==> config.mk <==
export PLATFORM = sky130hd
export DESIGN_NAME = gpu_cmd_master
export DESIGN_NICKNAME = d
export VERILOG_FILES = /design/src/rtl/gpu_cmd_master.sv
export SDC_FILE = /design/constraint.sdc
export NUM_CORES = 1
export LEC_CHECK = 0
export BUFFER_PORTS_ARGS = -buffer_cell sky130_fd_sc_hd__buf_2
export CORE_ASPECT_RATIO = 0.8
export CORE_MARGIN = 5
export CORE_UTILIZATION = 55
export CTS_CLUSTER_DIAMETER = 30
export DETAILED_ROUTE_END_ITERATION = 10
export PLACE_DENSITY_LB_ADDON = 0.05
export SETUP_SLACK_MARGIN = 0.05
export SLEW_MARGIN = 20
export SYNTH_ARGS = -nofsm -noshare
export SYNTH_HDL_FRONTEND = slang
export SYNTH_SLANG_ARGS = --single-unit
==> constraint.sdc <==
create_clock -name clk -period 5.9 [get_ports clk]
set_clock_uncertainty 0.15 [all_clocks]
set_input_delay 1.18 -clock clk [delete_from_list [all_inputs] [get_ports clk]]
set_output_delay 1.18 -clock clk [all_outputs]
set_load 0.02 [all_outputs]
==> src/rtl/gpu_cmd_master.sv <==
// gpu_cmd_master: buffers draw commands in a small FIFO and replays each one
// as status polls and register writes on the GPU's memory-mapped port.
module gpu_cmd_master #(
  parameter int unsigned FIFO_DEPTH = 4,
  parameter logic [31:0] GPU_BASE   = 32'h0000_0000,
  parameter int unsigned TIMEOUT    = 65535
) (
  input  logic        clk,
  input  logic        reset_n,
  input  logic        cmd_valid,
  output logic        cmd_ready,
  input  logic [1:0]  cmd_op,
  input  logic [31:0] cmd_rect,
  input  logic [15:0] cmd_point,
  input  logic [23:0] cmd_color,
  output logic        gpu_enable,
  output logic [31:0] gpu_address,
  output logic [31:0] gpu_data,
  input  logic [31:0] gpu_rdata,
  output logic        busy,
  output logic [15:0] cmd_count,
  output logic        err_op,
  output logic        err_timeout,
  input  logic        err_clr
);

  localparam int unsigned AW = $clog2(FIFO_DEPTH);

  localparam logic [15:0] OFS_RECT   = 16'h0004;
  localparam logic [15:0] OFS_POINT  = 16'h0008;
  localparam logic [15:0] OFS_COLOR  = 16'h000C;
  localparam logic [15:0] OFS_ACTION = 16'h0010;
  localparam logic [15:0] OFS_STATUS = 16'h0014;

  // The busy sample that brings the counter to TIMEOUT is the one that aborts.
  localparam logic [15:0] TIMEOUT_LAST = 16'(TIMEOUT - 1);

  typedef enum logic [2:0] {
    IDLE,
    POLL,
    WR_RECT,
    WR_POINT,
    WR_COLOR,
    WR_ACTION,
    WAIT_DONE
  } state_t;

  state_t state;

  logic [73:0]   mem [FIFO_DEPTH];
  logic [AW:0]   wr_ptr;
  logic [AW:0]   rd_ptr;
  logic          empty;
  logic          full;
  logic          push;
  logic          pop;
  logic [73:0]   head;

  logic [1:0]    op_q;
  logic [31:0]   rect_q;
  logic [15:0]   point_q;
  logic [23:0]   color_q;
  logic [15:0]   tcnt;

  logic          gpu_busy;
  logic          unused_rdata;

  assign gpu_busy     = gpu_rdata[0];
  assign unused_rdata = ^gpu_rdata[31:1];

  assign empty     = (wr_ptr == rd_ptr);
  assign full      = (wr_ptr[AW] != rd_ptr[AW]) && (wr_ptr[AW-1:0] == rd_ptr[AW-1:0]);
  assign cmd_ready = !full;
  assign push      = cmd_valid && cmd_ready;
  assign pop       = (state == IDLE) && !empty;
  assign head      = mem[rd_ptr[AW-1:0]];
  assign busy      = !empty || (state != IDLE);

  function automatic logic [31:0] reg_addr(input logic [15:0] ofs);
    return {GPU_BASE[31:16], ofs};
  endfunction

  always_ff @(posedge clk) begin
    if (push) begin
      mem[wr_ptr[AW-1:0]] <= {cmd_op, cmd_rect, cmd_point, cmd_color};
    end
  end

  always_ff @(posedge clk or negedge reset_n) begin
    if (!reset_n) begin
      wr_ptr <= '0;
      rd_ptr <= '0;
    end else begin
      if (push) wr_ptr <= wr_ptr + 1'b1;
      if (pop)  rd_ptr <= rd_ptr + 1'b1;
    end
  end

  // GPU outputs are registered from the next state, so each bus access is
  // presented for exactly the cycle the FSM spends in the matching state.
  always_ff @(posedge clk or negedge reset_n) begin
    if (!reset_n) begin
      state       <= IDLE;
      op_q        <= '0;
      rect_q      <= '0;
      point_q     <= '0;
      color_q     <= '0;
      tcnt        <= '0;
      cmd_count   <= '0;
      err_op      <= 1'b0;
      err_timeout <= 1'b0;
      gpu_enable  <= 1'b0;
      gpu_data    <= '0;
      gpu_address <= reg_addr(OFS_STATUS);
    end else begin
      gpu_enable  <= 1'b0;
      gpu_data    <= '0;
      gpu_address <= reg_addr(OFS_STATUS);

      if (err_clr) begin
        err_op      <= 1'b0;
        err_timeout <= 1'b0;
      end

      case (state)
        IDLE: begin
          if (!empty) begin
            if (head[73:72] == 2'd3) begin
              err_op <= 1'b1;
            end else begin
              op_q    <= head[73:72];
              rect_q  <= head[71:40];
              point_q <= head[39:24];
              color_q <= head[23:0];
              tcnt    <= '0;
              state   <= POLL;
            end
          end
        end

        POLL: begin
          if (!gpu_busy) begin
            gpu_enable <= 1'b1;
            case (op_q)
              2'd2: begin
                state       <= WR_RECT;
                gpu_address <= reg_addr(OFS_RECT);
                gpu_data    <= rect_q;
              end
              2'd1: begin
                state       <= WR_POINT;
                gpu_address <= reg_addr(OFS_POINT);
                gpu_data    <= {16'b0, point_q};
              end
              default: begin
                state       <= WR_COLOR;
                gpu_address <= reg_addr(OFS_COLOR);
                gpu_data    <= {8'b0, color_q};
              end
            endcase
          end else if (tcnt == TIMEOUT_LAST) begin
            err_timeout <= 1'b1;
            state       <= IDLE;
          end else begin
            tcnt <= tcnt + 16'd1;
          end
        end

        WR_RECT, WR_POINT: begin
          state       <= WR_COLOR;
          gpu_enable  <= 1'b1;
          gpu_address <= reg_addr(OFS_COLOR);
          gpu_data    <= {8'b0, color_q};
        end

        WR_COLOR: begin
          state       <= WR_ACTION;
          gpu_enable  <= 1'b1;
          gpu_address <= reg_addr(OFS_ACTION);
          gpu_data    <= {30'b0, op_q};
        end

        WR_ACTION: begin
          state <= WAIT_DONE;
          tcnt  <= '0;
        end

        WAIT_DONE: begin
          if (!gpu_busy) begin
            cmd_count <= cmd_count + 16'd1;
            state     <= IDLE;
          end else if (tcnt == TIMEOUT_LAST) begin
            err_timeout <= 1'b1;
            state       <= IDLE;
          end else begin
            tcnt <= tcnt + 16'd1;
          end
        end

        default: state <= IDLE;
      endcase
    end
  end

endmodule

* Yosys cells after proc, flatten, opt, wreduce, memory -nomap -nowiden
Memories as Yosys holds them, arrays and structs flattened.
Cells that the tools add are included.
** Word-level totals
- Memory bits (writable) :: 296
- Memories :: 1
- Output and inout bits :: 85
- Bits in registers :: 182
- Word-level logic and storage cells :: 85
- Input bits :: 110
** Memory list
- mem :: depth 4, width 74, read ports 1, clocked after memory_dff 0, wr ports 1, line 50 : logic [73:0] mem [FIFO_DEPTH];
** Operators by class
- Bitwise gates (word level) :: 3
- Multiplexer cells :: 30
- Equal/unequal tests :: 17
- Add/sub/neg operators :: 4
- Reduce and logical (&&, ||, !) cells :: 16
** Operators by type and width (number)
- 32-bit one-hot mux with 3 select lines :: 1
- 16-bit two-way mux :: 4
- 32-bit one-hot mux with 2 select lines :: 1
- 16-bit one-hot mux with 3 select lines :: 1
- 16-bit by 1-bit adder with 16-bit output (second input constant) :: 2
- 32-bit two-way mux :: 1
- 3-bit one-hot mux with 6 select lines :: 1
- 16-bit == test (second input constant) :: 1
- 3-bit two-way mux :: 5
- 5-bit one-hot mux with 3 select lines :: 1
- 1-bit two-way mux :: 11
- 3-bit == test (second input constant) :: 3
- 4-bit one-hot mux with 2 select lines :: 1
- 3-bit by 1-bit adder with 3-bit output (second input constant) :: 2
- 3-bit by 2-bit == test with 1-bit output (second input constant) :: 2
- 2-bit inequality test (second input constant) :: 3
- 3-bit one-hot mux with 2 select lines :: 1
- 3-bit nonzero test :: 2
- 5-bit two-way mux :: 1
- 5-bit AND reduction :: 1
- 2-bit == test (second input constant) :: 2
- 2-bit AND reduction :: 2
- 2-bit OR reduction :: 2
- 3-bit by 1-bit == test with 1-bit output (second input constant) :: 1
- 13 further kinds :: 18

* Depth between registers and ports, before layout
- Word-level depth :: 6
- Depth in mapped cells :: 8
- Mapped depth without buffers :: 7

* Worst setup path after synthesis
OpenSTA, ideal clock, no wires.
- Path kind :: input port to flip-flop
- From :: input cmd_valid
- To :: memory mem[3][0], enable pin
- Stages on the path :: 1
- Data required time :: 5.308 ns
- Setup slack :: 2.318 ns
- Path buffers :: 0
- Data arrival time :: 2.990 ns
- Setup time :: 0.442 ns
- Cell sequence :: and3_1
** Between the ends
- Word-level cells in the longest chain between the ends :: 3
** RTL lines
- start: declaration :: line 10 : input logic cmd_valid,
- 1-bit logical AND :: line 74 : assign push = cmd_valid && cmd_ready;
- 1-bit two-way mux :: line 84 : if (push) begin
- 1-bit two-way mux (implied by the code) :: line 85 : mem[wr_ptr[AW-1:0]] <= {cmd_op, cmd_rect, cmd_point, cmd_color};
- end: declaration :: line 50
No other way between the ends.

* Worst setup path after layout
- From :: register state[1]
- To :: output busy
** Between the ends
- Word-level cells in the longest chain between the ends :: 2
** RTL lines
- start: declaration :: line 48 : state_t state;
- start signal: assignment :: line 103 : state <= IDLE;
- start signal: assignment :: line 136 : state <= POLL;
- start signal: assignment :: line 146 : state <= WR_RECT;
- 3-bit nonzero test :: line 77 : assign busy = !empty || (state != IDLE);
- 1-bit logical OR :: line 77
- end: declaration :: line 20 : output logic busy,
No other way between the ends.

==> summary.md <==
| Metric | Value |
|---|---|
| Gate Count Post-Synth | `944` |
| Postcts setup bufs | `0` |
| 1st-iter DRT viols | `641` |
| DRC Markers | `0` |
| Leak pwr | `8.22 nW` |
| Internal power | `8.44 mW` |
| Rel. slew slack | `0.299` |
| Share of cells above drive strength 1 | `0.370` |
| DIE HEIGHT | `170 microns` |
| Initial antenna violation count | `5` |
| Final ANT Viol Nets | `0` |
| Worst setup SP type | `flop` |
| Distinct cells, synth | `55` |
| Antenna diodes | `0` |
| Number of global-route vias before repair | `9226` |
| Synthesized area | `17500 sq um` |
| First-pass GRT wire length | `54000 microns` |
| Status | `finished clean` |
| Inserted Clock Buffers | `75` |
| Comb pwr share | `0.220` |
| Crit-path max cell delay | `0.70 ns` |
| Crit path max-delay cell type | `dfrtp_1` |
| Tcrit/Tclk final | `0.612` |
| CTS tree | `built` |
| Sequential Power Share | `0.406` |
| FILL cells | `2140` |
| Initial core utilization | `0.557` |
| Worst-path fanout max | `31` |
| Grt total ovfl | `0` |
| Clk Tree Root Cell | `clkbuf_16` |
| Area grow syn2layout | `20.9%` |
| Asr flop ratio synth | `0.341` |
| RSZ-0062 raised after global routing | `no` |
| Crit-path cells | `nor3_1 > nand4_1 > buf_2` |
| Pin slew with the least headroom to its limit | `1.05 ns` |
| Setup TNS | `0 ns` |
| Pin count of the biggest net entering global routing | `74` |
| CTS resizes | `0` |
| Max Slew Vio Count | `0` |
| WP buf/inv | `1` |
| Period minus WS final | `3.61 ns` |
| Boundary Pins | `195` |
| Hold Buf Count CTS | `0` |
| Clk slew on worst S/H paths | `0.05 ns` |
| Worst EP required | `4.57 ns` |
| Routed wire length | `34400 microns` |
| Port Buffer Count | `134` |
| Final #Nets | `1251` |
| Die ar. | `35500 sq um` |
| Clock Path Buffers | `3` |
| Hold Crit Class | `reg2reg` |
| GRT Total Usage | `0.198` |
| Synth Register Bits | `449` |
| Worst VDD drop | `0.324 mV` |
| Area of the multi-input gates | `4460 sq um` |
| Pwr Density | `555 nW/um^2` |
| Switching power | `3.30 mW` |
| Mean post-synth cell area | `18.5 sq um` |
| Core region area | `31400 sq um` |
| Die W | `209 microns` |
| Clock Power Share | `0.374` |
| Post-synth EDFFs | `296` |
| FF+latch area | `12700 sq um` |
| Switching Fraction | `0.281` |
| YS warnings | `0` |
| Final GP Congestion | `0.786` |
| H-tree levels | `3` |
| FMAX | `277 MHz` |
| Crit Path Class | `reg2out` |
| DR pass1 iterations | `5` |
| Core Rows | `58` |
| Sequential area share after synthesis | `0.727` |
| Crit path max-delay family | `simple AND/OR/NAND/NOR gates` |
| Arr. time, crit path | `2.28 ns` |
| Endpoints failing setup | `0` |
| Post-detail-place hpwl | `19900 microns` |
| Final Power | `11.7 mW` |
| Kind of end point of the critical path | `output port` |
| Main synth FF type | `edfxtp_1` |
| Final hold violations | `0` |
| Worst-skew pair later-pin latency | `0.58 ns` |
| Via-per-instance ratio | `5.51` |
| Max-cap violations | `0` |
| Total vias in the final route | `8886` |
| Clock sinks | `449` |
| Wire per inst | `21.4 microns` |
==> cell usage after synthesis (2+ instances only) <==
cell	n	share of area
nand4_1	12	0.0043
nor4_1	4	0.0014
buf_6	3	0.0019
xor2_1	6	0.0030
o22ai_1	2	0.00071
o41ai_1	2	0.0010
buf_1	4	0.00086
a22oi_1	19	0.0082
nand2b_1	4	0.0014
clkbuf_1	19	0.0041
a22o_1	10	0.0050
dfrtp_1	151	0.22
mux4_2	74	0.095
dfstp_2	2	0.0030
nor3_1	5	0.0014
a21oi_1	11	0.0031
inv_1	12	0.0026
nand2_1	44	0.0094
o22a_1	2	0.0010
ha_1	11	0.0079
nor2_1	19	0.0041
edfxtp_1	296	0.51
buf_4	31	0.013
mux2i_1	11	0.0063
a211oi_1	2	0.00086
buf_2	11	0.0031
mux2_4	20	0.017
o2bb2ai_1	2	0.0010
o21ai_0	18	0.0051
o21bai_1	8	0.0034
a32o_1	2	0.0011
and3_1	5	0.0018
mux2_2	55	0.035
and2_1	14	0.0050
xnor2_1	16	0.0080
nand3_1	16	0.0046
nor2b_1	3	0.0011
==> per-layer routing <==
metal	up-vias	track usage	wire (microns)
met5	-	0	58
met4	10	0.0510	609
met3	68	0.0562	1890
met2	214	0.312	16500
met1	4562	0.279	15400
li1	4032	-	-
==> cells by family (layout without fill, tap and decap cells) <==
family,after synthesis,after routing,share of synthesized area
xor+xnor,22,22,0.0110
flops,449,449,0.727
fa+ha+maj,11,11,0.00786
simple gates,134,134,0.0386
mux,160,160,0.154
buf+inv,80,300,0.0259
compound gates,87,87,0.0355
other cells,1,29,0.000214
==> flip-flops by register name, indices dropped and copies added, names as in the netlist <==
name         cells
err_timeout      1
op_q             2
rect_q          32
gpu_enable       1
gpu_data        32
mem            296
gpu_address      3
cmd_count       16
wr_ptr           3
point_q         16
tcnt            16
state            3
color_q         24
rd_ptr           3
err_op           1
==> worst min-delay path: stages (launching register included) <==
cell and delay, ns:
dfrtp_1 0.34, nand2_1 0.05, nand2_1 0.05
==> per-stage QoR <==
step / cells / hold WS [ns] / cell area, sq um / utilization / setup WS, ns
after CTS: 1611 / 0.321 / 21200 / 0.673 / 2.25
final: 1612 / 0.315 / 21200 / 0.673 / 2.29
after global placement: 1472 / 0.307 / 18500 / 0.590 / 2.41
after detailed placement: 1472 / 0.305 / 18500 / 0.590 / 2.42
after floorplan: 972 / 0.289 / 17600 / - / 2.32
after global routing: 1612 / 0.348 / 21200 / 0.673 / 2.13
==> final timing paths <==
| path | end | slack [ns] | startpoint | depth (start not counted) |
|---|---|---|---|---|
| max in group asynchronous | rd_ptr[0] | 3.89 | reset_n | 2 |
| setup / recovery | busy | 2.29 | state[1] | 3 |
| hold / removal | gpu_data[8] | 0.32 | color_q[8] | 2 |
| setup reg to reg | color_q[0] | 2.49 | rd_ptr[0] | 5 |
| min in group asynchronous | tcnt[11] | 0.47 | reset_n | 1 |
| hold reg to reg | gpu_data[8] | 0.32 | color_q[8] | 2 |
==> layout by cell type (no fill, tap or decap), types with 3 or more instances in the layout <==
cell type,instances
nor3_1,5
bufinv_16,9
a22oi_1,19
conb_1,29
and2_1,14
clkbuf_8,7
o21ai_0,18
mux4_2,74
xnor2_1,16
nor2b_1,3
clkbuf_16,77
edfxtp_1,296
clkbuf_1,9
ha_1,11
nand3_1,16
and3_4,4
inv_1,12
inv_6,9
a21oi_1,11
buf_2,133
clkinv_4,9
buf_4,14
xor2_1,6
nand4_1,12
mux2i_1,11
nor2_1,18
clkinvlp_4,5
dfrtp_1,149
nor4_1,4
nand2b_1,4
o21bai_1,8
clkinv_2,10
mux2_2,55
mux2_4,20
nand2_1,44
a22o_1,10
==> power by group through the flow <==
stage	Sequential [mW]	Clock (mW)	Combinational, mW
after floorplan	4.65	0	2.04
after global placement	4.80	0	2.60
after detailed placement	4.82	0	2.63
after CTS	4.77	4.48	2.63
after global routing	4.86	4.65	2.82
final	4.76	4.39	2.58
==> area by class of cell <==
cell class                 instances  share of cell area
timing repair buffer             149              0.0373
clock buffer                      93              0.0972
multi-input combinational        443               0.211
clock inverter                    46              0.0263
sequential                       449               0.601
tap                              420              0.0248
inverter                          12             0.00213
No activity file was read; power rests on OpenSTA's default activity.
